## src/rtl/mmcm_lock_seq.sv

```systemverilog
// Power/reset sequencer for one MMCME2_BASE: holds reset, waits for a qualified lock, retries, flags faults.
// Optional macro MMCM_SEQ_PWRDWN_EN adds the i_pwrdn_req input and the PDN state.
module mmcm_lock_seq #(
  parameter int RST_HOLD     = 16,
  parameter int LOCK_TIMEOUT = 125000,
  parameter int LOCK_STABLE  = 256,
  parameter int MAX_RETRY    = 4,
  parameter int CNT_W        = 17
) (
  input  logic       i_clkin,
  input  logic       i_rst_n,
  input  logic       i_locked_async,
  input  logic       i_restart,
`ifdef MMCM_SEQ_PWRDWN_EN
  input  logic       i_pwrdn_req,
`endif
  output logic       o_mmcm_rst,
  output logic       o_mmcm_pwrdwn,
  output logic       o_clk_ready,
  output logic       o_fault,
  output logic [2:0] o_retry_cnt,
  output logic [7:0] o_loss_cnt,
  output logic [2:0] o_state
);

  typedef enum logic [2:0] {
    S_HOLD   = 3'd0,
    S_WAIT   = 3'd1,
    S_STABLE = 3'd2,
    S_RUN    = 3'd3,
    S_FAULT  = 3'd4,
    S_PDN    = 3'd5
  } state_t;

  state_t           r_state;
  logic [CNT_W-1:0] r_cnt;
  logic             r_lock_meta;
  logic             r_lock_s;
  logic             r_mmcm_rst;
  logic             r_clk_ready;
  logic             r_fault;
  logic [2:0]       r_retry;
  logic [7:0]       r_loss;

  state_t           w_state_nxt;
  logic [CNT_W-1:0] w_cnt_nxt;
  logic             w_fault_nxt;
  logic [2:0]       w_retry_nxt;
  logic [2:0]       w_retry_inc;
  logic [7:0]       w_loss_nxt;
  logic             w_pdn_req;
  logic             w_mmcm_rst_nxt;
  logic             w_clk_ready_nxt;

`ifdef MMCM_SEQ_PWRDWN_EN
  assign w_pdn_req = i_pwrdn_req;
`else
  assign w_pdn_req = 1'b0;
`endif

  // LOCKED comes from the generated clock domain; only the synchronised copy is ever used.
  always_ff @(posedge i_clkin or negedge i_rst_n) begin
    if (!i_rst_n) begin
      r_lock_meta <= 1'b0;
      r_lock_s    <= 1'b0;
    end else begin
      r_lock_meta <= i_locked_async;
      r_lock_s    <= r_lock_meta;
    end
  end

  always_comb begin
    w_state_nxt = r_state;
    w_cnt_nxt   = r_cnt;
    w_fault_nxt = r_fault;
    w_retry_nxt = r_retry;
    w_loss_nxt  = r_loss;
    w_retry_inc = r_retry + 3'd1;
    if (w_pdn_req) begin
      w_state_nxt = S_PDN;
      w_cnt_nxt   = '0;
    end else if (i_restart) begin
      w_state_nxt = S_HOLD;
      w_cnt_nxt   = '0;
      w_retry_nxt = 3'd0;
      w_fault_nxt = 1'b0;
    end else begin
      case (r_state)
        S_HOLD: begin
          if (r_cnt == CNT_W'(RST_HOLD - 1)) begin
            w_state_nxt = S_WAIT;
            w_cnt_nxt   = '0;
          end else begin
            w_cnt_nxt = r_cnt + 1'b1;
          end
        end
        S_WAIT: begin
          // A lock arriving on the timeout cycle wins over the timeout.
          if (r_lock_s) begin
            w_state_nxt = S_STABLE;
            w_cnt_nxt   = '0;
          end else if (r_cnt == CNT_W'(LOCK_TIMEOUT - 1)) begin
            w_cnt_nxt   = '0;
            w_retry_nxt = w_retry_inc;
            if (w_retry_inc == 3'(MAX_RETRY)) begin
              w_state_nxt = S_FAULT;
              w_fault_nxt = 1'b1;
            end else begin
              w_state_nxt = S_HOLD;
            end
          end else begin
            w_cnt_nxt = r_cnt + 1'b1;
          end
        end
        S_STABLE: begin
          if (!r_lock_s) begin
            w_state_nxt = S_HOLD;
            w_cnt_nxt   = '0;
          end else if (r_cnt == CNT_W'(LOCK_STABLE - 1)) begin
            w_state_nxt = S_RUN;
            w_cnt_nxt   = '0;
            w_retry_nxt = 3'd0;
          end else begin
            w_cnt_nxt = r_cnt + 1'b1;
          end
        end
        S_RUN: begin
          if (!r_lock_s) begin
            w_state_nxt = S_HOLD;
            w_cnt_nxt   = '0;
            if (r_loss != 8'hFF) w_loss_nxt = r_loss + 8'd1;
          end
        end
        S_FAULT: begin
          w_cnt_nxt = '0;
        end
        S_PDN: begin
          w_state_nxt = S_HOLD;
          w_cnt_nxt   = '0;
          w_retry_nxt = 3'd0;
          w_fault_nxt = 1'b0;
        end
        default: begin
          w_state_nxt = S_HOLD;
          w_cnt_nxt   = '0;
        end
      endcase
    end
    w_mmcm_rst_nxt  = (w_state_nxt == S_HOLD) || (w_state_nxt == S_FAULT) ||
                      (w_state_nxt == S_PDN);
    w_clk_ready_nxt = (w_state_nxt == S_RUN);
  end

  always_ff @(posedge i_clkin or negedge i_rst_n) begin
    if (!i_rst_n) begin
      r_state     <= S_HOLD;
      r_cnt       <= '0;
      r_mmcm_rst  <= 1'b1;
      r_clk_ready <= 1'b0;
      r_fault     <= 1'b0;
      r_retry     <= 3'd0;
      r_loss      <= 8'd0;
    end else begin
      r_state     <= w_state_nxt;
      r_cnt       <= w_cnt_nxt;
      r_mmcm_rst  <= w_mmcm_rst_nxt;
      r_clk_ready <= w_clk_ready_nxt;
      r_fault     <= w_fault_nxt;
      r_retry     <= w_retry_nxt;
      r_loss      <= w_loss_nxt;
    end
  end

`ifdef MMCM_SEQ_PWRDWN_EN
  logic r_pwrdwn;
  always_ff @(posedge i_clkin or negedge i_rst_n) begin
    if (!i_rst_n) r_pwrdwn <= 1'b0;
    else          r_pwrdwn <= (w_state_nxt == S_PDN);
  end
  assign o_mmcm_pwrdwn = r_pwrdwn;
`else
  assign o_mmcm_pwrdwn = 1'b0;
`endif

  assign o_mmcm_rst  = r_mmcm_rst;
  assign o_clk_ready = r_clk_ready;
  assign o_fault     = r_fault;
  assign o_retry_cnt = r_retry;
  assign o_loss_cnt  = r_loss;
  assign o_state     = r_state;

endmodule
```

## config.mk

```make
export PLATFORM = sky130hd
export DESIGN_NAME = mmcm_lock_seq
export DESIGN_NICKNAME = d
export VERILOG_FILES = /design/src/rtl/mmcm_lock_seq.sv
export SDC_FILE = /design/constraint.sdc
export NUM_CORES = 1
export LEC_CHECK = 0
export CAP_MARGIN = 20
export CELL_PAD_IN_SITES_DETAIL_PLACEMENT = 1
export CELL_PAD_IN_SITES_GLOBAL_PLACEMENT = 2
export CORE_UTILIZATION = 35
export CTS_CLUSTER_DIAMETER = 80
export DETAILED_ROUTE_END_ITERATION = 6
export PLACE_DENSITY = 0.85
export SETUP_SLACK_MARGIN = 0.05
export SLEW_MARGIN = 20
export SYNTH_ARGS = -nofsm -noshare
export SYNTH_HDL_FRONTEND = slang
export SYNTH_SLANG_ARGS = --single-unit
```

## constraint.sdc

```tcl
create_clock -name i_clkin -period 3.27 [get_ports i_clkin]
set_input_delay 0.654 -clock i_clkin [delete_from_list [all_inputs] [get_ports i_clkin]]
set_output_delay 0.654 -clock i_clkin [all_outputs]
set_load 0.005 [all_outputs]
```

* Word-level counts from Yosys, hierarchy flattened
Cells that the tools add are included.
Cells by class: multiplexer cells 28, bitwise logic cells 2, multipliers 0, add/subtract/negate cells 3, shifts and indexed selects 0, $lt $le $gt $ge 0, reductions and logical operators 9, div/mod/pow operators 0, equal/unequal tests 19
Operators with widths (number):
- 17-bit 2-to-1 mux | 7
- 17-bit case mux with 4 select lines | 1
- 3-bit 2-to-1 mux | 13
- 3-bit != test (second input constant) | 6
- 17-bit by 1-bit adder with 17-bit output (second input constant) | 1
- 17-bit equality test (second input constant) | 1
- 17-bit by 4-bit equality test with 1-bit output (second input constant) | 1
- 17-bit by 8-bit equality test with 1-bit output (second input constant) | 1
- 3-bit equality test (second input constant) | 5
- 3-bit case mux with 5 select lines | 1
- 3-bit by 2-bit equality test with 1-bit output (second input constant) | 3
- 3-bit case mux with 3 select lines | 1
- 8-bit by 1-bit adder with 8-bit output (second input constant) | 1
- 8-bit != test (second input constant) | 1
- 4-bit AND reduction | 2
- 3-bit zero test | 2
- 5-bit AND reduction | 1
- 1-bit 2-to-1 mux | 4
- 4-bit nonzero test | 1
- 3-bit by 1-bit adder with 3-bit output (second input constant) | 1
- 3-bit by 1-bit equality test with 1-bit output (second input constant) | 1
- 3-bit nonzero test | 1
- 1-bit logical OR | 2
- 1-bit NOT | 2
- 1-bit case mux with 2 select lines | 1
Word-level totals: bits in writable memories 0, bits in latches 0, memories kept 0, register bits 36, logic and storage cells 70, output and inout port bits 18, bits of input ports 4, memory bits (read-only) 0

* Logic depth before layout (Yosys ltp)
depth in word-level cells 10, depth in mapped cells 8, depth with buffers taken out 7

* Worst setup path before layout
No wires, ideal clock.
path kind register to register, start register r_cnt[12], end register r_retry[0] (netlist: o_retry_cnt[0]), arrival time 2.325 ns, buffers on the path 0, setup time 0.125 ns, clock period less this slack 2.450 ns, setup slack 0.820 ns, data required time 3.145 ns, cell stages (with the launch flop) 7, path through dfrtp_1 or4_1 or4_4 nor4_4 nand3_1 nand3_2 mux2_2
Between the ends: cells in the longest elaborated chain, start to end 3, elaborated cells on any way between the ends 5, those cells by class eq/ne: 4; reduce/logical: 1
Ends and longest elaborated chain:
- start: declaration | RTL line 36 | logic [CNT_W-1:0] r_cnt;
- start signal: assignment | RTL line 165 | r_cnt <= w_cnt_nxt;
- 17-bit by 8-bit equality test with 1-bit output / 17-bit equality test (equally long branches) | RTL line 119, 102
- 3-bit != test (no source line)
- 5-bit AND reduction (no source line) (*)
- end signal: assignment | RTL line 169 | r_retry <= w_retry_nxt;
- end: declaration | RTL line 42 | logic [2:0] r_retry;
Mark *: on every way between the ends. The rest lies on a longest branch, timed or not. A chain may end at the register's enable or synchronous reset.

* Worst setup path in the final report
start register r_cnt[12], end register r_cnt[8]
Between the ends: cells in the longest elaborated chain, start to end 5, elaborated cells on any way between the ends 10, those cells by class eq/ne: 3; mux: 7
Ends and longest elaborated chain:
- 17-bit by 8-bit equality test with 1-bit output / 17-bit equality test (equally long branches) | RTL line 119, 102
- 17-bit 2-to-1 mux (on tied branches) | RTL line 119, 102
- 17-bit 2-to-1 mux (on tied branches) | RTL line 116, 99
- 17-bit case mux with 4 select lines (*) | RTL line 88 | case (r_state)
- 17-bit 2-to-1 mux (*) | RTL line 82 | end else if (i_restart) begin
Marked as above.

==> results.toml <==
[synthesis]
synthMuxAreaShare_pct = 1.57
synth_top_family_by_area = "simple AND/OR/NAND/NOR gates"
synthAdderAreaFrac_pct = 2.42
synth_nets = 230
ys_ff_latch = 36
synth_seq_area_share_pct = 43.6
synth_edf_count = 0
synth-simple-area-share_pct = 27.8
async_flop_share_pct = 100
syn_area_per_cell_sq_um = 9.32
synth_warnings = 0
synth_xor_area_share_pct = 6.35
synthesis.area_sq_um = 2070
syn_inst = 222
synth-compound-area-share_pct = 14.1
synth_cell_types = 46
synth_ff_type = "dfrtp_1"

[clock_tree]
postCtsHoldBufs = 0
htree_levels = 2
cts_resized = 0
cts_tree = "built"
clk_pin_slew_ps = 80
clock_latency_ps = 290
clock_sinks = 36
cts-root-buf = "clkbuf_8"
cts_buffers = 5
post_cts_buffers = 0
clock_path_buffers = 2

[routing]
wl_met1_mm = 2.31
routed_via_density = 5.27
drt_iter0_markers = 77
via_count = 1660
wl_met2_mm = 2.30
postRouteAntennaNets = 0
detail_route.first_pass.iterations = 4
wl_mm = 4.79
wl_per_cell_um = 15.2
drc = 0
wl_met3_um = 106
top_layer = "met4"

[layout]
final_cells = 315
diodes = 0
most-common-layout-cells = "nand2_1 (39), dfrtp_1 (35), nor2_1 (21)"
drive_gt1_share_pct = 12.8
fin_nets = 250
layout_commonest_cell = "nand2_1"
final_core_util_pct = 43.4
syn2layout_area_growth_pct = 17.7

[sta]
setup_viol = 0
tightest_slew_ps = 822
hold_violations = 0
min_period_over_period_pct = 86.9
fmax_ghz = 0.352
fin_tns_setup_ps = 0
slew_headroom_pct = 45.2
final.min_clock_period_ps = 2840
fin_skew_ps = 4.56
maxSlewViolCount = 0
finalWorstSetupSlack_ps = 430
grt_setup_unrepaired = "no"

[place]
hpwl_mm = 3.50
dp_slack_ps = 412
portBuffers = 20
place_inst = 307
gp_congestion = 0.777

[worst_setup_path]
rr_endpoint = "r_cnt[8]"
required_ps = 3420
cp_num_buf_inv = 0
crit_slowest_cell = "or4_1"
crit_chain = "or4_1 > or4_4 > nor4_4 > nor4_4 > o21ai_4 > o211ai_1"
criticalPathCategory = "flip-flop to flip-flop"
start_kind = "flip-flop"
cp-startpoint = "r_cnt[12]"
timing.rr.start = "r_cnt[12]"
arrival_ps = 2990
path_delay_family = "simple AND/OR/NAND/NOR gates"
rrSetupSlack_ps = 430
crit_path_frequent_cell = "nor4_4"
end_kind = "flip-flop"
path_max_fanout = 12
max_stage_delay_ps = 580
reg2regPathDepth = 6

[floorplanning]
die-area_sq_um = 6220
die_w_um = 78.9
die_h_um = 78.9
io_pins = 22
std_cell_rows = 27
core_area_sq_um = 5610
initial_utilization_pct = 36.9

[job]
drv_cap = 0

[global_routing]
grt.total_usage_pct = 17.4
antenna_found_initial = 0
grt_overflow = 0
grt_max_degree = 37
grt_first_pass_wirelength_mm = 8.40
grt_pass1_vias = 1704

[worst_hold_path]
hold_start = "r_lock_meta"
hold_path_class = "flip-flop to flip-flop"
hold_path_depth = 0
worstHoldEndpoint = "r_lock_s"

[power]
peakVddDrop_mv = 0.218
power_uw = 879
power_density_nw_per_um2 = 361
leakage_nw = 1.03

[status]
status = "complete, no violations"
==> cells in the mapped netlist, types with 2 or more instances <==
library cell / count / area, sq um
and2_1: 3 / 18.8
xor2_1: 5 / 43.8
and3_1: 5 / 31.3
ha_1: 4 / 50.1
nand4_1: 4 / 25.0
inv_1: 9 / 33.8
clkbuf_1: 7 / 26.3
nand3_1: 12 / 60.1
nor4_4: 3 / 63.8
dfrtp_1: 35 / 876
nor3_1: 6 / 30.0
nand2_1: 39 / 146
or4_1: 3 / 22.5
nand2b_1: 2 / 12.5
xnor2_1: 10 / 87.6
a211oi_1: 2 / 15.0
o221ai_1: 4 / 35.0
mux2_2: 2 / 22.5
nor2_1: 21 / 78.8
nor2b_1: 5 / 31.3
o21ai_2: 10 / 87.6
o211ai_1: 5 / 37.5
nor4_1: 2 / 12.5
a41oi_1: 2 / 17.5
==> cell type report <==
cell class | instances | area, sq um
clock buffer | 6 | 72.6
timing repair buffer | 23 | 218
sequential | 36 | 902
clock inverter | 2 | 35.0
fill | 669 | 3170
multi-input combinational | 167 | 1080
tap | 72 | 90.1
inverter | 9 | 33.8
==> layer usage <==
layer | GRT usage [%] | vias to the layer above
met5 | 0 | -
met4 | 5.45 | 0
met3 | 3.56 | 6
met2 | 28.9 | 18
met1 | 22.6 | 815
li1 | - | 821
==> power breakdown <==
part	internal (mW)	leakage, nW	total, mW	switching [mW]
combinational	0.0109	0.478	0.0350	0.0241
sequential	0.449	0.493	0.454	0.00480
clock	0.226	0.0552	0.390	0.163
total	0.687	1.03	0.879	0.192
==> metrics by stage <==
stage | instance area, sq um | hold WS [ps]
finish | 2440 | 354
global route | 2440 | 371
CTS | 2440 | 359
detailed placement | 2330 | 347
global placement | 2330 | 336
floorplan | 2070 | 331
==> kinds of logic after synthesis <==
family	after synthesis
buffers and inverters	19
adders and majority gates	4
AOI/OAI and AO/OA	34
muxes	3
and+or+nand+nor	110
other	1
xor gates and xnor gates	15
DFF	36
==> how the worst max path moves through the flow <==
stage	to	slack, ps	cells past startpoint
after floorplan	o_retry_cnt[0]	820	6
after global placement	r_cnt[8]	490	6
after detailed placement	r_cnt[8]	410	6
after CTS	r_cnt[8]	400	6
after global routing	r_cnt[8]	250	6
final	r_cnt[8]	430	6
==> flip-flops by register name, indices dropped and copies added, names as in the netlist <==
register     cells
r_lock_s         1
r_lock_meta      1
o_state          3
o_retry_cnt      3
o_mmcm_rst       1
o_loss_cnt       8
r_cnt           17
o_clk_ready      1
o_fault          1
(Power assumes the default switching activity.)
